$ cat src/rtl/ram_package.sv
// Shared FSM state type and default bus widths for the two-requester RAM access controller.
package ram_package;
  typedef enum logic [1:0] {IDLE, ISSUE, WAIT, ACK} ram_ctrl_state_t;

  localparam int DEFAULT_ADDR_W = 10;
  localparam int DEFAULT_DATA_W = 4;
  localparam int CNT_W          = 3;
endpackage

$ cat src/rtl/ram_arb2.sv
// Combinational 2-way grant. RAM_ACCESS_CTRL_RR_EN selects round-robin on ties;
// without it requester 0 has fixed priority and no last-grant input exists.
module ram_arb2 (
  input  logic req0,
  input  logic req1,
`ifdef RAM_ACCESS_CTRL_RR_EN
  input  logic last_grant,
`endif
  output logic grant_valid,
  output logic grant_id
);

  always_comb begin
    grant_valid = req0 | req1;
`ifdef RAM_ACCESS_CTRL_RR_EN
    grant_id = (req0 && req1) ? ~last_grant : req1;
`else
    grant_id = ~req0 & req1;
`endif
  end

endmodule

$ cat src/rtl/ram_access_ctrl.sv
// Shares one single-port RAM between two requesters, one transaction at a time.
// Define RAM_ACCESS_CTRL_RR_EN for round-robin arbitration; default is fixed priority.
module ram_access_ctrl
  import ram_package::*;
#(
  parameter int ADDR_W     = DEFAULT_ADDR_W,
  parameter int DATA_W     = DEFAULT_DATA_W,
  parameter int RD_LATENCY = 1
) (
  input  logic              clk,
  input  logic              reset,
  input  logic              req0,
  input  logic              req1,
  input  logic              wr0,
  input  logic              wr1,
  input  logic [ADDR_W-1:0] addr0,
  input  logic [ADDR_W-1:0] addr1,
  input  logic [DATA_W-1:0] wdata0,
  input  logic [DATA_W-1:0] wdata1,
  output logic              ack0,
  output logic              ack1,
  output logic [DATA_W-1:0] rdata0,
  output logic [DATA_W-1:0] rdata1,
  output logic              busy,
  output logic              ram_cs,
  output logic              ram_we,
  output logic              ram_oe,
  output logic [ADDR_W-1:0] ram_address,
  output logic [DATA_W-1:0] ram_data_in,
  input  logic [DATA_W-1:0] ram_data_out
);

  ram_ctrl_state_t   state_q, state_d;
  logic              id_q, id_d;
  logic              wr_q, wr_d;
  logic [ADDR_W-1:0] addr_q, addr_d;
  logic [DATA_W-1:0] wdata_q, wdata_d;
  logic [CNT_W-1:0]  cnt_q, cnt_d;
  logic              ack0_q, ack0_d, ack1_q, ack1_d;
  logic [DATA_W-1:0] rdata0_q, rdata0_d, rdata1_q, rdata1_d;
  logic              busy_q, busy_d;
  logic              ram_cs_q, ram_cs_d, ram_we_q, ram_we_d, ram_oe_q, ram_oe_d;
  logic [ADDR_W-1:0] ram_address_q, ram_address_d;
  logic [DATA_W-1:0] ram_data_in_q, ram_data_in_d;

  logic              grant_valid, grant_id;
  logic              sel_wr;
  logic [ADDR_W-1:0] sel_addr;
  logic [DATA_W-1:0] sel_wdata;

`ifdef RAM_ACCESS_CTRL_RR_EN
  logic last_grant_q, last_grant_d;

  ram_arb2 u_arb (
    .req0        (req0),
    .req1        (req1),
    .last_grant  (last_grant_q),
    .grant_valid (grant_valid),
    .grant_id    (grant_id)
  );
`else
  ram_arb2 u_arb (
    .req0        (req0),
    .req1        (req1),
    .grant_valid (grant_valid),
    .grant_id    (grant_id)
  );
`endif

  assign sel_wr    = grant_id ? wr1    : wr0;
  assign sel_addr  = grant_id ? addr1  : addr0;
  assign sel_wdata = grant_id ? wdata1 : wdata0;

  // Outputs are decoded from the next state so every port comes straight off a flop.
  always_comb begin
    state_d       = state_q;
    id_d          = id_q;
    wr_d          = wr_q;
    addr_d        = addr_q;
    wdata_d       = wdata_q;
    cnt_d         = cnt_q;
    rdata0_d      = rdata0_q;
    rdata1_d      = rdata1_q;
    ack0_d        = 1'b0;
    ack1_d        = 1'b0;
    ram_cs_d      = 1'b0;
    ram_we_d      = 1'b0;
    ram_oe_d      = 1'b0;
    ram_address_d = '0;
    ram_data_in_d = '0;
`ifdef RAM_ACCESS_CTRL_RR_EN
    last_grant_d  = last_grant_q;
`endif
    case (state_q)
      IDLE: begin
        if (grant_valid) begin
          state_d       = ISSUE;
          id_d          = grant_id;
          wr_d          = sel_wr;
          addr_d        = sel_addr;
          wdata_d       = sel_wdata;
          ram_cs_d      = 1'b1;
          ram_we_d      = sel_wr;
          ram_oe_d      = ~sel_wr;
          ram_address_d = sel_addr;
          ram_data_in_d = sel_wr ? sel_wdata : '0;
        end
      end
      ISSUE: begin
        if (wr_q) begin
          state_d = ACK;
          ack0_d  = ~id_q;
          ack1_d  = id_q;
        end else begin
          state_d       = WAIT;
          cnt_d         = CNT_W'(RD_LATENCY - 1);
          ram_cs_d      = 1'b1;
          ram_oe_d      = 1'b1;
          ram_address_d = addr_q;
        end
      end
      WAIT: begin
        if (cnt_q == '0) begin
          state_d = ACK;
          ack0_d  = ~id_q;
          ack1_d  = id_q;
          if (id_q) rdata1_d = ram_data_out;
          else      rdata0_d = ram_data_out;
        end else begin
          cnt_d         = cnt_q - 1'b1;
          ram_cs_d      = 1'b1;
          ram_oe_d      = 1'b1;
          ram_address_d = addr_q;
        end
      end
      ACK: begin
        state_d = IDLE;
`ifdef RAM_ACCESS_CTRL_RR_EN
        last_grant_d = id_q;
`endif
      end
      default: state_d = IDLE;
    endcase
    busy_d = (state_d != IDLE);
  end

  always_ff @(posedge clk) begin
    if (reset) begin
      state_q       <= IDLE;
      id_q          <= 1'b0;
      wr_q          <= 1'b0;
      addr_q        <= '0;
      wdata_q       <= '0;
      cnt_q         <= '0;
      ack0_q        <= 1'b0;
      ack1_q        <= 1'b0;
      rdata0_q      <= '0;
      rdata1_q      <= '0;
      busy_q        <= 1'b0;
      ram_cs_q      <= 1'b0;
      ram_we_q      <= 1'b0;
      ram_oe_q      <= 1'b0;
      ram_address_q <= '0;
      ram_data_in_q <= '0;
`ifdef RAM_ACCESS_CTRL_RR_EN
      last_grant_q  <= 1'b1;
`endif
    end else begin
      state_q       <= state_d;
      id_q          <= id_d;
      wr_q          <= wr_d;
      addr_q        <= addr_d;
      wdata_q       <= wdata_d;
      cnt_q         <= cnt_d;
      ack0_q        <= ack0_d;
      ack1_q        <= ack1_d;
      rdata0_q      <= rdata0_d;
      rdata1_q      <= rdata1_d;
      busy_q        <= busy_d;
      ram_cs_q      <= ram_cs_d;
      ram_we_q      <= ram_we_d;
      ram_oe_q      <= ram_oe_d;
      ram_address_q <= ram_address_d;
      ram_data_in_q <= ram_data_in_d;
`ifdef RAM_ACCESS_CTRL_RR_EN
      last_grant_q  <= last_grant_d;
`endif
    end
  end

  assign ack0        = ack0_q;
  assign ack1        = ack1_q;
  assign rdata0      = rdata0_q;
  assign rdata1      = rdata1_q;
  assign busy        = busy_q;
  assign ram_cs      = ram_cs_q;
  assign ram_we      = ram_we_q;
  assign ram_oe      = ram_oe_q;
  assign ram_address = ram_address_q;
  assign ram_data_in = ram_data_in_q;

endmodule

$ cat config.mk
export PLATFORM = sky130hd
export DESIGN_NAME = ram_access_ctrl
export DESIGN_NICKNAME = d
export VERILOG_FILES = /design/src/rtl/ram_package.sv /design/src/rtl/ram_arb2.sv /design/src/rtl/ram_access_ctrl.sv
export SDC_FILE = /design/constraint.sdc
export NUM_CORES = 1
export LEC_CHECK = 0
export CORE_MARGIN = 2
export CORE_UTILIZATION = 30
export CTS_CLUSTER_SIZE = 24
export DETAILED_ROUTE_END_ITERATION = 8
export PLACE_DENSITY = 0.67
export SLEW_MARGIN = 5
export SYNTH_ARGS = -nofsm -noshare
export SYNTH_HDL_FRONTEND = slang
export SYNTH_SLANG_ARGS = --single-unit
$ cat constraint.sdc
create_clock -name clk -period 1.4 [get_ports clk]
set_input_delay 0.35 -clock clk [delete_from_list [all_inputs] [get_ports clk]]
set_output_delay 0.35 -clock clk [all_outputs]
set_load 0.05 [all_outputs]
======== Yosys cells after proc, flatten, opt, wreduce, memory -nomap -nowiden ========
Index checks and enable logic that the tools add are counted.
storage, ports and cells
  bits in registers ....................... 45
  input bits .............................. 38
  word-level logic and storage cells ...... 64
operators by class
  add/sub/neg operators ................... 1
  eq/ne operators ......................... 5
  multiplexer cells ....................... 26
  bitwise operators ....................... 7
  reduce and logical (&&, ||, !) cells .... 10
operator list
  operator                                           count
  two-way mux 10 bit                                 4
  one-hot mux 10 bit (3 select lines)                1
  two-way mux 1 bit                                  10
  AND reduction 3 bit                                3
  one-hot mux 2 bit (4 select lines)                 1
  two-way mux 3 bit                                  2
  one-hot mux 1 bit (3 select lines)                 2
  one-hot mux 3 bit (2 select lines)                 1
  NOT 1 bit                                          5
  == test 2 bit (second input constant)              2
  two-way mux 2 bit                                  2
  two-way mux 4 bit                                  1
  inequality test 2 bit (second input constant)      2
  one-hot mux 1 bit (2 select lines)                 2
  nonzero test 2 bit                                 2
  OR reduction 4 bit                                 1
  logical NOT 3 bit                                  1
  OR reduction 3 bit                                 1
  subtractor 3 x 1 -> 3 bit (second input constant)  1
  == test 2 x 1 -> 1 bit (second input constant)     1
  logical NOT 2 bit                                  1
  AND reduction 2 bit                                1
  bitwise AND 1 bit                                  1
  bitwise OR 1 bit                                   1

======== Depth between registers and ports, before layout ========
  depth in word-level cells ............... 6
  gate-level depth with buffers ........... 7
  mapped depth without buffers ............ 6

======== Hierarchy ========
A second synthesis with hierarchy kept.
unflattened totals
  cells, all modules ...................... 206
  area, all modules ....................... 1801.7 um^2
by module, submodules not included
  module           instances  cells each  area each (um^2)  seq. area each (um^2)
  ram_access_ctrl  1          204         1789.2            900.9
  ram_arb2         1          2           12.5              0.0

======== Worst setup path before layout ========
No wires, ideal clock.
  path type ............................... reg2reg
  from .................................... reg state_q[0]
  to ...................................... reg addr_q[1]
  setup time .............................. 0.069 ns
  arrival ................................. 1.307 ns
  required time ........................... 1.331 ns
  path slack .............................. 0.025 ns
  cell stages (with the launch flop) ...... 8
  buffers on the path ..................... 2
  clock period less this slack ............ 1.375 ns
  path through ............................ dfxtp_1 > inv_1 > ha_1 > clkbuf_1 > o21ai_1 > buf_4 > nand2_1 > a21oi_2
between the ends
  word-level cells in the longest chain between the ends .. 2
ends and longest elaborated chain
  element                               line                    source
  start: declaration                    ram_access_ctrl.sv:33   ram_ctrl_state_t state_q, state_d;
  start signal: assignment              ram_access_ctrl.sv:169  state_q <= state_d;
  logical NOT 2 bit                     ram_access_ctrl.sv:94   case (state_q)
  AND reduction 2 bit (no source line)  -
  end signal: assignment                ram_access_ctrl.sv:172  addr_q <= addr_d;
  end: declaration                      ram_access_ctrl.sv:36   logic [ADDR_W-1:0] addr_q, addr_d;
No other way between the ends.
A chain may end at the register's enable or synchronous reset.

======== Worst setup path after layout ========
  from .................................... reg state_q[1]
  to ...................................... reg busy_q, in the netlist busy
between the ends
  word-level cells in the longest chain between the ends .. 3
  elaborated cells between the ends (all ways) .. 8
  classes of those cells .................. eq/ne (3); mux (3); reduce/logical (2)
ends and longest elaborated chain
  element                                line                    source
  == test 2 bit (tied with other cells)  ram_access_ctrl.sv:94
  one-hot mux 2 bit (4 select lines) *   ram_access_ctrl.sv:94
  nonzero test 2 bit *                   ram_access_ctrl.sv:144  busy_d = (state_d != IDLE);
  end signal: assignment                 ram_access_ctrl.sv:179  busy_q <= busy_d;
  end: declaration                       ram_access_ctrl.sv:41   logic busy_q, busy_d;
Mark *: on every way between the ends. The rest lies on a longest branch, timed or not.

==> summary.md <==
| Metric | Value |
|---|---|
| Outcome | completed |
| Filler cells | 583 |
| Bufs on Longest Clock Path | 2 |
| WP buf/inv | 1 |
| Most frequent cells in the layout | nand2_1, dfxtp_1, clkdlybuf4s50_1 |
| WP data arrival | 1.55 ns |
| Total track usage | 0.1393 |
| Post-synth EDFFs | 0 |
| Wirelength per Cell | 13.38 um |
| Gate Count Post-Synth | 211 |
| FMAX | 0.7519 GHz |
| Clock sinks | 45 |
| Pin count of the biggest net entering global routing | 14 |
| Number of H-tree levels | 2 |
| # IOs | 66 |
| Clk slew on worst S/H paths | 0.08 ns |
| Reg2reg setup slack | 0.07 ns |
| TritonCTS Buffers | 5 |
| DRT antenna net count | 0 |
| Post-synth ARST share | 0 |
| GRT overflow | 0 |
| WHS | 0.4675 ns |
| Row count | 29 |
| Final min period | 1.330 ns |
| Post-DR vias/cell | 4.690 |
| Final Net Count | 335 |
| Final worst slack | 0.06999 ns |
| Hold crit path type | flop to flop |
| RSZ-0062 raised after global routing | yes |
| P_leak | 1.273 nW |
| Setup violation total in the final timing report | 0 |
| Gpl congestion | 0.7645 |
| CTS tree | yes |
| Max Clock Skew | 0.008019 ns |
| Post-synth top flop | dfxtp_1 |
| PortBufs | 65 |
| Critical Path Slowest Stage Cell | dfxtp_2 |
| Startpoint types | flop |
| Vias in the first global route | 1681 |
| Final hold vios | 0 |
| CTS Hold Bufs | 0 |
| Final cycle utilization of the critical path | 0.9500 |
| Area growth syn-to-layout | 66.11% |
| Post-route DRC violation count | 0 |
| Starting Density | 0.3088 |
| Power density over the cells | 1677 nW/um^2 |
| Post-Syn Nets | 255 |
| Mean post-synth cell area | 9.239 sq um |
| Total power | 5.429 mW |
| Relative slew slack | 0.7160 |
| Initial DRC Count | 111 |
| Seq/Total Area, Yosys | 0.4621 |
| Max Cap Violations | 0 |
| Max Slew Vio Count | 0 |
| Crit Path Max Fanout | 5 |
| Die H | 84.61 um |
| Initial antenna violation count | 0 |
| Total number of yosys warnings | 0 |
| Final Util | 0.5129 |
| Post-route design area | 3238 sq um |
| First-pass GRT wire length | 7921 um |
| Root Driver | clkbuf_8 |
| #FFs+latches synth | 45 |
| Antenna Cells | 0 |
| Die width | 84.61 um |
| Number of distinct library cells after synthesis | 37 |
| VDD IR max | 0.9531 mV |
| Post-place setup slack | -0.3801 ns |
| Crit path kind | flop to flop |
| Max incr delay on CP | 0.36 ns |
| Least-Margin Pin Slew | 0.4255 ns |
| DR vias | 1726 |
| Dpl hpwl | 3775 um |
| Worst path cell trace | inv_1 > ha_2 > nor3b_1 > o22ai_1 > o211a_1 > a21oi_1 |
| DR pass1 iterations | 4 |
| Crit. End Element | flop |
| DP Area | 3060 sq um |
| Total Routed Length | 4924 um |
| Top Family by Delay on Critical Path | compound AO/OA/AOI/OAI gates |
| Worst-Skew Late Latency | 0.30 ns |
| Mapped Area | 1949 sq um |
| Layout cells sized above 1 | 0.3368 |
| Die area | 7159 sq um |
| Core ar. | 6314 sq um |
| Worst path required time | 1.62 ns |
==> Yosys cell counts, drive strengths merged (2+ instances only) <==
cell type / number / share of area
a211oi: 3 / 0.014
a21oi: 35 / 0.12
a22o: 10 / 0.072
buf: 8 / 0.028
clkbuf: 4 / 0.0077
dfxtp: 45 / 0.46
ha: 6 / 0.039
inv: 8 / 0.015
nand2: 50 / 0.10
nand2b: 3 / 0.0096
nand3: 4 / 0.010
nand3b: 2 / 0.0096
nor2: 9 / 0.017
nor2b: 4 / 0.017
o211a: 2 / 0.010
o21ai: 7 / 0.020
xnor2: 2 / 0.0090
==> power by group <==
group	switching [mW]	internal [mW]
Combinational	1.44	1.35
Sequential	0.255	1.58
Clock	0.408	0.392
==> registers in the layout, indices dropped and copies added (netlist names) <==
name         cells
id_q             1
wr_q             1
addr_q          10
ram_oe           1
ram_data_in      4
cnt_q            3
ram_we           1
ram_address     10
ack1             1
rdata0           4
state_q          2
rdata1           4
ram_cs           1
busy             1
ack0             1
==> worst register-to-register path: cells and delay by family, from the launching register on <==
family	cells	cell delay (ns)
AO/OA/AOI/OAI	3	0.42
flip-flops	1	0.36
adder cells (fa/ha/maj)	1	0.21
AND/OR/NAND/NOR	1	0.20
buffers and inverters	1	0.08
==> layer usage <==
| metal | routed length [um] | GRT usage | vias up |
|---|---|---|---|
| met3 | 298 | 0.04523 | 9 |
| met4 | 64 | 0.04329 | 0 |
| met5 | 0 | 0 | - |
| met1 | 2233 | 0.1786 | 794 |
| li1 | - | - | 871 |
| met2 | 2328 | 0.2233 | 52 |
==> stage by stage <==
step           TNS (ns)  instances
2_1_floorplan         0        211
3_3_place_gp     -6.784        358
3_5_place_dp     -8.584        358
4_1_cts               0        367
5_1_grt        -0.06994        368
6_report              0        368
==> cell type report <==
| type | count | area, sq um | share of cell area |
|---|---|---|---|
| Tap cell | 77 | 96.34 | 0.02975 |
| Clock buffer | 7 | 86.33 | 0.02666 |
| Multi-Input combinational cell | 146 | 999.7 | 0.3087 |
| Timing Repair Buffer | 85 | 1122 | 0.3466 |
| Inverter | 8 | 30.03 | 0.009274 |
| Sequential cell | 45 | 903.4 | 0.2790 |
==> final timing paths <==
path	endpoint	cells after the start	start
hold / removal	ram_address[8]$_SDFF_PP0_	2	addr_q[8]$_SDFFE_PP0P_
hold reg to reg	ram_address[8]$_SDFF_PP0_	2	addr_q[8]$_SDFFE_PP0P_
setup reg to reg	busy$_SDFF_PP0_	6	state_q[1]$_SDFF_PP0_
setup / recovery	busy$_SDFF_PP0_	6	state_q[1]$_SDFF_PP0_
==> logic make-up after synthesis <==
group	Yosys count	share of synthesized area
xor gates and xnor gates	2	0.008988
adders and majority gates	6	0.03851
AOI/OAI and AO/OA	61	0.2548
DFF	45	0.4621
buffers and inverters	20	0.05070
and+or+nand+nor	77	0.1849
==> repair_timing <==
item | 4_1_cts | 5_1_grt
buffers inserted | 2 | 1
gates resized for setup | 4 | 14
setup endpoints to repair | 8 | 38
pin swaps | 0 | 2
Power figures use the tool's default switching activity.
